==> src/rtl/alu_arbiter.sv <==
// Round-robin front end sharing one combinational ALU between two requesters.
// Operands are registered, evaluated for one cycle, and the result held until accepted.
module alu #(
  parameter int N = 4
) (
  input  logic [N-1:0] a,
  input  logic [N-1:0] b,
  input  logic [3:0]   sel,
  output logic [N-1:0] out,
  output logic         fn,
  output logic         fz,
  output logic         fo,
  output logic         fc
);

  logic [N:0] sum;

  always_comb begin
    sum = '0;
    out = '0;
    fo  = 1'b0;
    fc  = 1'b0;
    case (sel)
      4'b0000: begin
        sum = {1'b0, a} + {1'b0, b};
        out = sum[N-1:0];
        fc  = sum[N];
        fo  = (a[N-1] == b[N-1]) && (out[N-1] != a[N-1]);
      end
      4'b0001: begin
        // carry out of a + ~b + 1, i.e. set when no borrow
        sum = {1'b0, a} + {1'b0, ~b} + {{N{1'b0}}, 1'b1};
        out = sum[N-1:0];
        fc  = sum[N];
        fo  = (a[N-1] != b[N-1]) && (out[N-1] != a[N-1]);
      end
      4'b0010: out = a << b;
      4'b0011: out = $signed(a) >>> b;
      4'b0100: out = a & b;
      4'b0101: out = a | b;
      4'b0110: out = a ^ b;
      4'b0111: out = a << b;
      4'b1000: out = a >> b;
      4'b1001: out = ~a;
      default: out = '0;
    endcase
    fn = out[N-1];
    fz = (out == '0);
  end

endmodule

module alu_arbiter #(
  parameter int N = 4
) (
  input  logic         clk,
  input  logic         rst,
  input  logic         req0_valid,
  output logic         req0_ready,
  input  logic [N-1:0] req0_a,
  input  logic [N-1:0] req0_b,
  input  logic [3:0]   req0_op,
  input  logic         req1_valid,
  output logic         req1_ready,
  input  logic [N-1:0] req1_a,
  input  logic [N-1:0] req1_b,
  input  logic [3:0]   req1_op,
  output logic         rsp_valid,
  input  logic         rsp_ready,
  output logic         rsp_id,
  output logic [N-1:0] rsp_result,
  output logic [3:0]   rsp_flags
);

  localparam logic [1:0] IDLE = 2'd0;
  localparam logic [1:0] EXEC = 2'd1;
  localparam logic [1:0] RESP = 2'd2;

  logic [1:0]   state;
  logic         last_grant;
  logic         owner;
  logic [N-1:0] op_a;
  logic [N-1:0] op_b;
  logic [3:0]   op_sel;
  logic [N-1:0] alu_out;
  logic         fn, fz, fo, fc;
  logic         idle;
  logic         pick1;
  logic         hs0;
  logic         hs1;

  alu #(.N(N)) u_alu (
    .a  (op_a),
    .b  (op_b),
    .sel(op_sel),
    .out(alu_out),
    .fn (fn),
    .fz (fz),
    .fo (fo),
    .fc (fc)
  );

  // requester 1 wins if alone, or on a tie when 0 was served last
  assign idle       = (state == IDLE) && !rst;
  assign pick1      = req1_valid && (!req0_valid || !last_grant);
  assign req0_ready = idle && !pick1;
  assign req1_ready = idle && pick1;
  assign hs0        = req0_valid && req0_ready;
  assign hs1        = req1_valid && req1_ready;

  always_ff @(posedge clk) begin
    if (rst) begin
      state      <= IDLE;
      last_grant <= 1'b1;
      owner      <= 1'b0;
      op_a       <= '0;
      op_b       <= '0;
      op_sel     <= '0;
      rsp_valid  <= 1'b0;
      rsp_id     <= 1'b0;
      rsp_result <= '0;
      rsp_flags  <= '0;
    end else begin
      case (state)
        IDLE: begin
          if (hs1) begin
            op_a       <= req1_a;
            op_b       <= req1_b;
            op_sel     <= req1_op;
            owner      <= 1'b1;
            last_grant <= 1'b1;
            state      <= EXEC;
          end else if (hs0) begin
            op_a       <= req0_a;
            op_b       <= req0_b;
            op_sel     <= req0_op;
            owner      <= 1'b0;
            last_grant <= 1'b0;
            state      <= EXEC;
          end
        end
        EXEC: begin
          rsp_result <= alu_out;
          rsp_flags  <= {fn, fz, fo, fc};
          rsp_id     <= owner;
          rsp_valid  <= 1'b1;
          state      <= RESP;
        end
        RESP: begin
          if (rsp_ready) begin
            rsp_valid <= 1'b0;
            state     <= IDLE;
          end
        end
        default: state <= IDLE;
      endcase
    end
  end

endmodule
==> config.mk <==
export PLATFORM = sky130hd
export DESIGN_NAME = alu_arbiter
export DESIGN_NICKNAME = d
export VERILOG_FILES = /design/src/rtl/alu_arbiter.sv
export SDC_FILE = /design/constraint.sdc
export NUM_CORES = 1
export LEC_CHECK = 0
export BUFFER_PORTS_ARGS = -buffer_cell sky130_fd_sc_hd__buf_4
export CORE_MARGIN = 3
export CORE_UTILIZATION = 45
export CTS_CLUSTER_DIAMETER = 150
export DETAILED_ROUTE_END_ITERATION = 8
export PLACE_DENSITY = 0.68
export SYNTH_ARGS = -nofsm -noshare
export SYNTH_HDL_FRONTEND = slang
export SYNTH_SLANG_ARGS = --single-unit
==> constraint.sdc <==
create_clock -name clk -period 2.6 [get_ports clk]
set_clock_uncertainty 0.05 [all_clocks]
set_input_delay 0.52 -clock clk [delete_from_list [all_inputs] [get_ports clk]]
set_output_delay 0.52 -clock clk [all_outputs]
set_load 0.05 [all_outputs]
After elaboration in Yosys (flattened, before gate mapping)
Index checks and enable logic that the tools add are counted.
Word-level totals
  bits in registers: 26
  input port bits: 29
  output and inout port bits: 12
  logic and storage cells: 77
Operators by class
  add/sub/neg operators: 3
  equality and inequality tests: 17
  shift operators: 3
  mux-type cells: 17
  bitwise gates (word level): 5
  reduce and logical (&&, ||, !) cells: 22
Operators by type and width (number)
  one-hot mux 4 bit (9 select lines): 1
  2-to-1 mux 4 bit: 6
  == test 4 x 3 -> 1 bit (second input constant): 4
  adder 4 x 4 -> 5 bit: 2
  == test 4 x 2 -> 1 bit (second input constant): 2
  == test 4 bit (second input constant): 2
  logical AND 1 bit: 8
  logical NOT 4 bit: 2
  NOT 4 bit: 2
  2-to-1 mux 2 bit: 3
  one-hot mux 1 bit (2 select lines): 3
  one-hot mux 2 bit (3 select lines): 1
  AND reduction 2 bit: 3
  adder 5 x 1 -> 5 bit (second input constant): 1
  bitwise AND 4 bit: 1
  == test 4 x 1 -> 1 bit (second input constant): 1
  logical NOT 1 bit: 4
  bitwise OR 4 bit: 1
  nonzero test 2 bit: 2
  left shift 4 x 4 -> 4 bit: 1
  >> shifter 4 x 4 -> 4 bit: 1
  >>> shifter 4 x 4 -> 4 bit: 1
  XOR 4 bit: 1
  2-to-1 mux 1 bit: 3
  9 further kinds: 11

Depth between registers and ports, before layout
Gate-level depths: netlist (run 1).
  depth after elaboration: 9
  mapped depth: 9

Hierarchy
A second synthesis (run 1) with hierarchy kept.
Second synthesis, totals
  cell total of the unflattened synthesis: 271
  area, all modules: 2157.1 um2
Modules (own cells, without submodules)
  alu_arbiter: times used 1, cells each 132, area each 1218.7 um2, sequential area each 520.5 um2
  alu: times used 1, cells each 139, area each 938.4 um2, sequential area each 0.0 um2

Worst setup path before layout (run 1)
OpenSTA, ideal clock, no wires.
  path kind: register to register
  start point: register op_b[1]
  end point: register rsp_flags[2]
  setup time: 0.060 ns
  arrival time: 2.152 ns
  required time: 2.490 ns
  path slack: 0.338 ns
  cell stages (with the launch flop): 9
  path buffers: 0
  period minus slack after synthesis: 2.262 ns
  path through: dfxtp_1 inv_1 ha_1 a21o_1 a21oi_1 mux2i_1 xor2_1 a2111oi_1 a41o_1
On the way
  cells in the longest elaborated chain, start to end: 5
RTL lines
  start: declaration: line 83  | logic [N-1:0] op_b;
  start signal: assignment: line 128  | op_b <= req1_b;
  start signal: assignment: line 135  | op_b <= req0_b;
  NOT 4 bit: line 32  | sum = {1'b0, a} + {1'b0, ~b} + {{N{1'b0}}, 1'b1};
  adder 4 x 4 -> 5 bit: line 32
  adder 5 x 1 -> 5 bit: line 32
  one-hot mux 4 bit (9 select lines) *: line 23  | case (sel)
  logical NOT 4 bit *: line 48  | fz = (out == '0);
  end signal: assignment: line 144  | rsp_flags <= {fn, fz, fo, fc};
  end: declaration: line 72  | output logic [3:0] rsp_flags
Mark *: on every way between the ends. The rest lies on a longest branch, timed or not.
A chain may end at the register's enable or synchronous reset.

Worst setup path in the final report (run 1)
  start point: register op_a[3]
  end point: register rsp_flags[2]
On the way
  cells in the longest elaborated chain, start to end: 4
RTL lines
  start: declaration: line 82  | logic [N-1:0] op_a;
  start signal: assignment: line 127  | op_a <= req1_a;
  start signal: assignment: line 134  | op_a <= req0_a;
  adder 4 x 4 -> 5 bit: line 32
  adder 5 x 1 -> 5 bit: line 32
  one-hot mux 4 bit (9 select lines) *: line 23
  logical NOT 4 bit *: line 48
Marks and branches as above.

==> metrics.md, run 1 <==
| Metric | Value |
|---|---|
| Async SR Flop Fraction | 0 |
| CP Capture Type | register |
| Crit path arrival time | 2.52 ns |
| Antenna violations before repair | 0 |
| Fillcell total | 365 |
| Crit-path cells | inv_1 > ha_1 > mux2_2 > a221oi_1 > o21ai_1 > a2111oi_1 > a41o_1 |
| Status | finished, final reports clean |
| Met1 WL | 2170 microns |
| Period utilization | 0.908 |
| First-pass DRT Iterations | 4 |
| Mapped Cells | 237 |
| Cts bufs inserted | 3 |
| VDD IR max | 0.000306 V |
| Met2 WL post-DR | 2110 microns |
| CP max stage delay | 0.47 ns |
| Clock Power Share | 0.195 |
| Syn_area_per_cell | 7.86 sq um |
| Post-cts sizing count | 0 |
| CTS clk-pin slew, worst paths | 0.08 ns |
| GRT overflow | 0 |
| Die Area | 4950 sq um |
| Worst slew pin tran | 0.615 ns |
| GRT Resource Usage Total | 0.200 |
| Vias in the first global route | 1,795 |
| Ys Warns | 0 |
| CP Launch Point | op_a[3] |
| Post-synth EDFFs | 0 |
| Dpl hpwl | 3820 microns |
| Crit path time final | 2.36 ns |
| # IOs | 41 |
| Layout area overhead | 22.1% |
| Post-synth cell types | 57 |
| Logic pwr share | 0.424 |
| GPL Wtd Cong | 0.940 |
| First-pass GRT wire length | 8280 microns |
| Count of input and output buffers | 40 |
| Seq/Total Area, Yosys | 0.269 |
| Power, Total | 1.23 mW |
| Synthesized flop and latch total | 25 |
| Max Used Layer | met4 |
| Wire length per cell | 14.9 microns |
| Switch Pwr | 481 uW |
| CTS Hold Bufs | 0 |
| Achievable clock frequency | 424 MHz |
| Hold WC Path Type | reg -> reg |
| Vias | 1,933 |
| Detailed-route DRC error count | 0 |
| # diodes | 0 |
| Routed vias/inst | 5.97 |
| WS Path Type | reg -> reg |
| Postcts setup bufs | 0 |
| Syn nets | 280 |
| Register area | 500 sq um |
| Pin count of the biggest net entering global routing | 26 |
| Die width | 70.3 microns |
| Critical Path Start Type | register |
| Root buffer cell | clkbuf_8 |
| Initial Utilization | 0.487 |
| CTS tree | built |
| Routed wire length on met3 | 414 microns |
| Share of cells above drive strength 1 | 0.221 |
| Ys flop type | dfxtp_1 |
| Max-cap check violation count | 0 |
| Total wire length | 4840 microns |
| Internal Pwr Total | 752 uW |
| Die height | 70.3 microns |
| Bufs and invs on worst path | 1 |
| Final Max Slew Viols | 0 |
| Area of the multi-input gates | 1220 sq um |
| H-Tree Depth | 1 |
| Worst slew margin | 0.589 |
| R2R Path Start | op_a[3] |
| Leak pwr | 0.962 nW |
| PD cells | 542 nW/um^2 |
| Total Nets Final | 320 |
| Final setup violation count | 0 |
| Crit path max fanout | 8 |
| Hold wc startpoint | rsp_flags[1] |
| Flop pwr share | 0.382 |
| CTS Sinks | 25 |
| Post-route ant nets | 0 |
| Unrepaired setup endpoints after global routing | false |
| Data required, critical path | 2.76 ns |
| Std cell rows | 22 |
| Core Footprint | 3830 sq um |
| Highest-delay cell along the critical path | dfxtp_1 |
| Sw Ratio | 0.390 |
| Final Hold Vio Count | 0 |
| Total negative slack | 0 ns |
| Synthesized area | 1860 sq um |
| Starting DRT DRC Count | 164 |
| CP top delay family | compound AO/OA/AOI/OAI gates |
| Clock buffer depth | 2 |
| Clock latency at the later pin of the worst-skew pair | 0.27 ns |
## layout make-up
type | count | share of cell area
inverters | 14 | 0.0231
multi-input cells | 181 | 0.537
repair buffers | 52 | 0.172
well taps | 48 | 0.0264
flip-flops and latches | 25 | 0.220
clock buffers | 3 | 0.0182
clock inverters | 1 | 0.00385
## synth_stat cells (3+ instances only)
cell,n,area [sq um]
a21oi_1,11,55.1
buf_2,5,25.0
buf_4,3,22.5
clkbuf_1,7,26.3
dfxtp_1,25,500
ha_1,12,150
inv_1,13,48.8
mux2i_1,6,60.1
nand2_1,13,48.8
nand2b_1,3,18.8
nand3_1,17,85.1
nor2_1,15,56.3
nor2b_1,5,31.3
nor3_1,6,30.0
nor3b_1,3,22.5
nor4_1,3,18.8
o21ai_0,12,60.1
o21ai_1,13,65.1
o22ai_1,15,93.8
## worst paths after layout
kind | endpoint | slack [ns] | cells after the start
worst max-delay path | rsp_flags[2] | 0.24 | 7
worst min-delay path | rsp_flags[1] | 0.41 | 2
worst max register to register | rsp_flags[2] | 0.24 | 7
worst min register to register | rsp_flags[1] | 0.41 | 2
## cell families after synthesis
family / share of synthesized area
compound gates: 0.267
xor+xnor: 0.00940
fa+ha+maj: 0.102
buf+inv: 0.0759
flops: 0.269
mux: 0.0383
simple gates: 0.238
## metal layers
layer  vias up  track usage
met3        14       0.0432
met5         -            0
met1       864        0.271
met4         0       0.0702
li1        956            -
met2        99        0.311
## power by group through the flow
stage          Sequential (mW)  Clock, mW  Combinational [mW]
2_1_floorplan            0.512          0               0.327
3_3_place_gp             0.477          0               0.515
3_5_place_dp             0.478          0               0.518
4_1_cts                  0.470      0.250               0.521
5_1_grt                  0.477      0.266               0.581
6_report                 0.471      0.240               0.523
## stage by stage
step	cells	hold slack [ns]	utilization	cell area (sq um)	setup WS, ns
4_1_cts	324	0.416	0.595	2270	0.247
6_report	324	0.411	0.595	2270	0.240
3_3_place_gp	320	0.390	0.581	2220	0.358
3_5_place_dp	320	0.399	0.581	2220	0.271
5_1_grt	324	0.432	0.595	2270	0.0327
2_1_floorplan	237	0.382	-	1860	0.338
## cells in the final DEF (no fill, tap or decap), types with 5 or more instances in the layout
cell type | netlist | final
buf_4 | 3 | 52
dfxtp_1 | 25 | 25
nand3_1 | 17 | 17
nor2_1 | 15 | 15
o22ai_1 | 15 | 15
inv_1 | 13 | 13
nand2_1 | 13 | 13
o21ai_1 | 13 | 13
o21ai_0 | 12 | 12
ha_1 | 12 | 12
a21oi_1 | 11 | 11
nor3_1 | 6 | 6
mux2i_1 | 6 | 6
nor2b_1 | 5 | 5
## worst min-delay path: stages (launching register included)
cell and delay [ns]:
dfxtp_1 0.32, nand2_1 0.05, a21oi_1 0.05
## state kept, by name (all words and copies together) (netlist names)
register / count
op_a: 4
op_b: 4
op_sel: 4
rsp_result: 4
rsp_flags: 3
state: 2
last_grant: 1
owner: 1
rsp_id: 1
rsp_valid: 1
(Power assumes the default switching activity.)
==> run 2, diff against run 1 <==
- CORE_ASPECT_RATIO: not set -> 1.75
==> metrics.md, run 2 (synthesis gave the netlist of run 1 again) <==
| Metric | Value |
|---|---|
| Flop pwr share | 0.381 (was 0.382) |
| Commonest non-fill, non-tap cell in the layout | buf_4 (unchanged) |
| Worst slew pin tran | 0.568 ns (was 0.615 ns) |
| Period utilization | 0.943 (was 0.908) |
| CTS tree | built (unchanged) |
| WS Path Type | reg -> reg (unchanged) |
| Worst slew margin | 0.621 (was 0.589) |
| Pin count of the biggest net entering global routing | 28 (was 26) |
| R2R Path Start | op_a[3] (unchanged) |
| R2r setup slk | 0.15 ns (was 0.24 ns) |
| PD cells | 546 nW/um^2 (was 542 nW/um^2) |
| Data required, critical path | 2.77 ns (was 2.76 ns) |
| CP Capture Type | register (unchanged) |
| GPL Wtd Cong | 0.979 (was 0.940) |
| First-pass DRT Iterations | 4 (unchanged) |
| Internal Pwr Total | 757 uW (was 752 uW) |
| Die height | 91.1 microns (was 70.3 microns) |
| Vias | 1,944 (was 1,933) |
| Sw Ratio | 0.396 (was 0.390) |
| Non-Filler Cell Area, Final | 2290 sq um (was 2270 sq um) |
| H-Tree Depth | 1 (unchanged) |
| Logic pwr share | 0.433 (was 0.424) |
| # IOs | 41 (unchanged) |
| Layout area overhead | 23.1% (was 22.1%) |
| Core Footprint | 3940 sq um (was 3830 sq um) |
| Switch Pwr | 495 uW (was 481 uW) |
| Clock buffer depth | 2 (unchanged) |
| Clock latency at the later pin of the worst-skew pair | 0.26 ns (was 0.27 ns) |
| Hold wc startpoint | rsp_flags[1] (unchanged) |
| FF-to-FF path depth | 7 (unchanged) |
| Crit path max fanout | 8 (unchanged) |
| Clock Power Share | 0.185 (was 0.195) |
| Status | finished, final reports clean (unchanged) |
| Antenna violations before repair | 0 (unchanged) |
| VDD IR max | 0.000452 V (was 0.000306 V) |
| Hold WC Path Type | reg -> reg (unchanged) |
| Total Nets Final | 322 (was 320) |
| Fillcell total | 415 (was 365) |
| CP top delay family | compound AO/OA/AOI/OAI gates (unchanged) |
| GRT Resource Usage Total | 0.229 (was 0.200) |
| Commonest cells after routing, fill and taps aside | buf_4 (54), dfxtp_1 (25), nand3_1 (17), nor2_1 (15), o22ai_1 (15) (was buf_4 (52), dfxtp_1 (25), nand3_1 (17), nor2_1 (15), o22ai_1 (15)) |
| Wire length per cell | 16.8 microns (was 14.9 microns) |
| Critical Path Start Type | register (unchanged) |
| Total wire length | 5470 microns (was 4840 microns) |
| GRT overflow | 0 (unchanged) |
| Root buffer cell | clkbuf_8 (unchanged) |
| Leak pwr | 0.968 nW (was 0.962 nW) |
| Starting DRT DRC Count | 46 (was 164) |
| Die Area | 4980 sq um (was 4950 sq um) |
| Total negative slack | 0 ns (unchanged) |
| Std cell rows | 30 (was 22) |
| # diodes | 0 (unchanged) |
| Crit path time final | 2.45 ns (was 2.36 ns) |
| Detailed-route DRC error count | 0 (unchanged) |
| Hold depth | 2 (unchanged) |
| Final core utilization | 0.582 (was 0.595) |
| Max-cap check violation count | 0 (unchanged) |
| Crit-path cells | inv_1 > ha_1 > mux2_2 > a221oi_1 > o21ai_1 > a2111oi_2 > a41o_1 (was inv_1 > ha_1 > mux2_2 > a221oi_1 > o21ai_1 > a2111oi_1 > a41o_1) |
| Initial Utilization | 0.473 (was 0.487) |
| Share of cells above drive strength 1 | 0.230 (was 0.221) |
| Die width | 54.6 microns (was 70.3 microns) |
| Post-route ant nets | 0 (unchanged) |
| Highest-delay cell along the critical path | dfxtp_1 (unchanged) |
| Routed vias/inst | 5.96 (was 5.97) |
| CTS clk-pin slew, worst paths | 0.09 ns (was 0.08 ns) |
| Achievable clock frequency | 408 MHz (was 424 MHz) |
| Final Max Slew Viols | 0 (unchanged) |
| Unrepaired setup endpoints after global routing | false (unchanged) |
| CP max stage delay | 0.51 ns (was 0.47 ns) |
| First-pass GRT wire length | 8700 microns (was 8280 microns) |
| Final setup violation count | 0 (unchanged) |
| Dpl hpwl | 4370 microns (was 3820 microns) |
| Pre-CTS setup slack | 0.0606 ns (was 0.271 ns) |
| CTS Sinks | 25 (unchanged) |
| CP Launch Point | op_a[3] (unchanged) |
| WHS Endpoint | rsp_flags[1] (unchanged) |
| WHS | 0.405 ns (was 0.411 ns) |
| Bufs and invs on worst path | 1 (unchanged) |
| Vias in the first global route | 1,884 (was 1,795) |
| Placed cell area | 2240 sq um (was 2220 sq um) |
| Post-route setup slack | 0.148 ns (was 0.240 ns) |
| RR Endpoint | rsp_flags[2] (unchanged) |
| Cts bufs inserted | 3 (unchanged) |
| Count of input and output buffers | 40 (unchanged) |
| Final Hold Vio Count | 0 (unchanged) |
| Crit path arrival time | 2.62 ns (was 2.52 ns) |
run 2: changes by cell type in the layout (fill, tap and decap cells not counted):
cell,change
a2111oi_2,+1
inv_6,-1
clkinvlp_4,+1
buf_4,+2
a2111oi_1,-1
run 2: power groups by stage:
stage | clock network (mW) | registers, mW | logic [mW]
after floorplan | 0 | 0.512 | 0.327
after global placement | 0 | 0.484 | 0.535
after detailed placement | 0 | 0.485 | 0.536
after CTS | 0.243 | 0.476 | 0.538
after global routing | 0.254 | 0.482 | 0.592
final | 0.232 | 0.477 | 0.543
run 2: area by class of cell:
cell class,count,area (sq um),share of cell area
timing repair buffer,54,405,0.177
inverter,14,52.6,0.0229
clock buffer,3,41.3,0.0180
multi-input combinational,181,1230,0.535
sequential,25,500,0.218
tap,48,60.1,0.0262
clock inverter,1,7.51,0.00327
run 2: how the worst max path moves through the flow:
stage                         to  slack, ns  depth (start not counted)
global route        rsp_flags[2]       0.05                          7
finish              rsp_flags[2]       0.15                          7
floorplan           rsp_flags[2]       0.34                          8
detailed placement  rsp_flags[2]       0.06                          7
global placement    rsp_flags[2]       0.16                          7
CTS                 rsp_flags[2]       0.05                          7
run 2: stage by stage:
stage / cells / total power [mW]
after floorplan: 237 / 0.839
after global placement: 322 / 1.02
after detailed placement: 322 / 1.02
after CTS: 326 / 1.26
after global routing: 326 / 1.33
final: 326 / 1.25
run 2: tightest hold or removal path: stages (launching register included):
cell and delay [ns]:
dfxtp_1 0.32, nand2_1 0.05, a21oi_1 0.05
run 2: repair_timing:
item                       in CTS  in global routing
buffers inserted                0                  0
hold buffers                    0                  0
setup endpoints to repair       0                  2
gates resized for setup         0                  1
run 2: routing by layer:
metal  global-route usage  vias up  share of wire
li1                     -      960              -
met3               0.0213       16          0.035
met5                    0        -              0
met4               0.0977        0          0.036
met2                0.395       60           0.54
met1                0.268      908           0.39
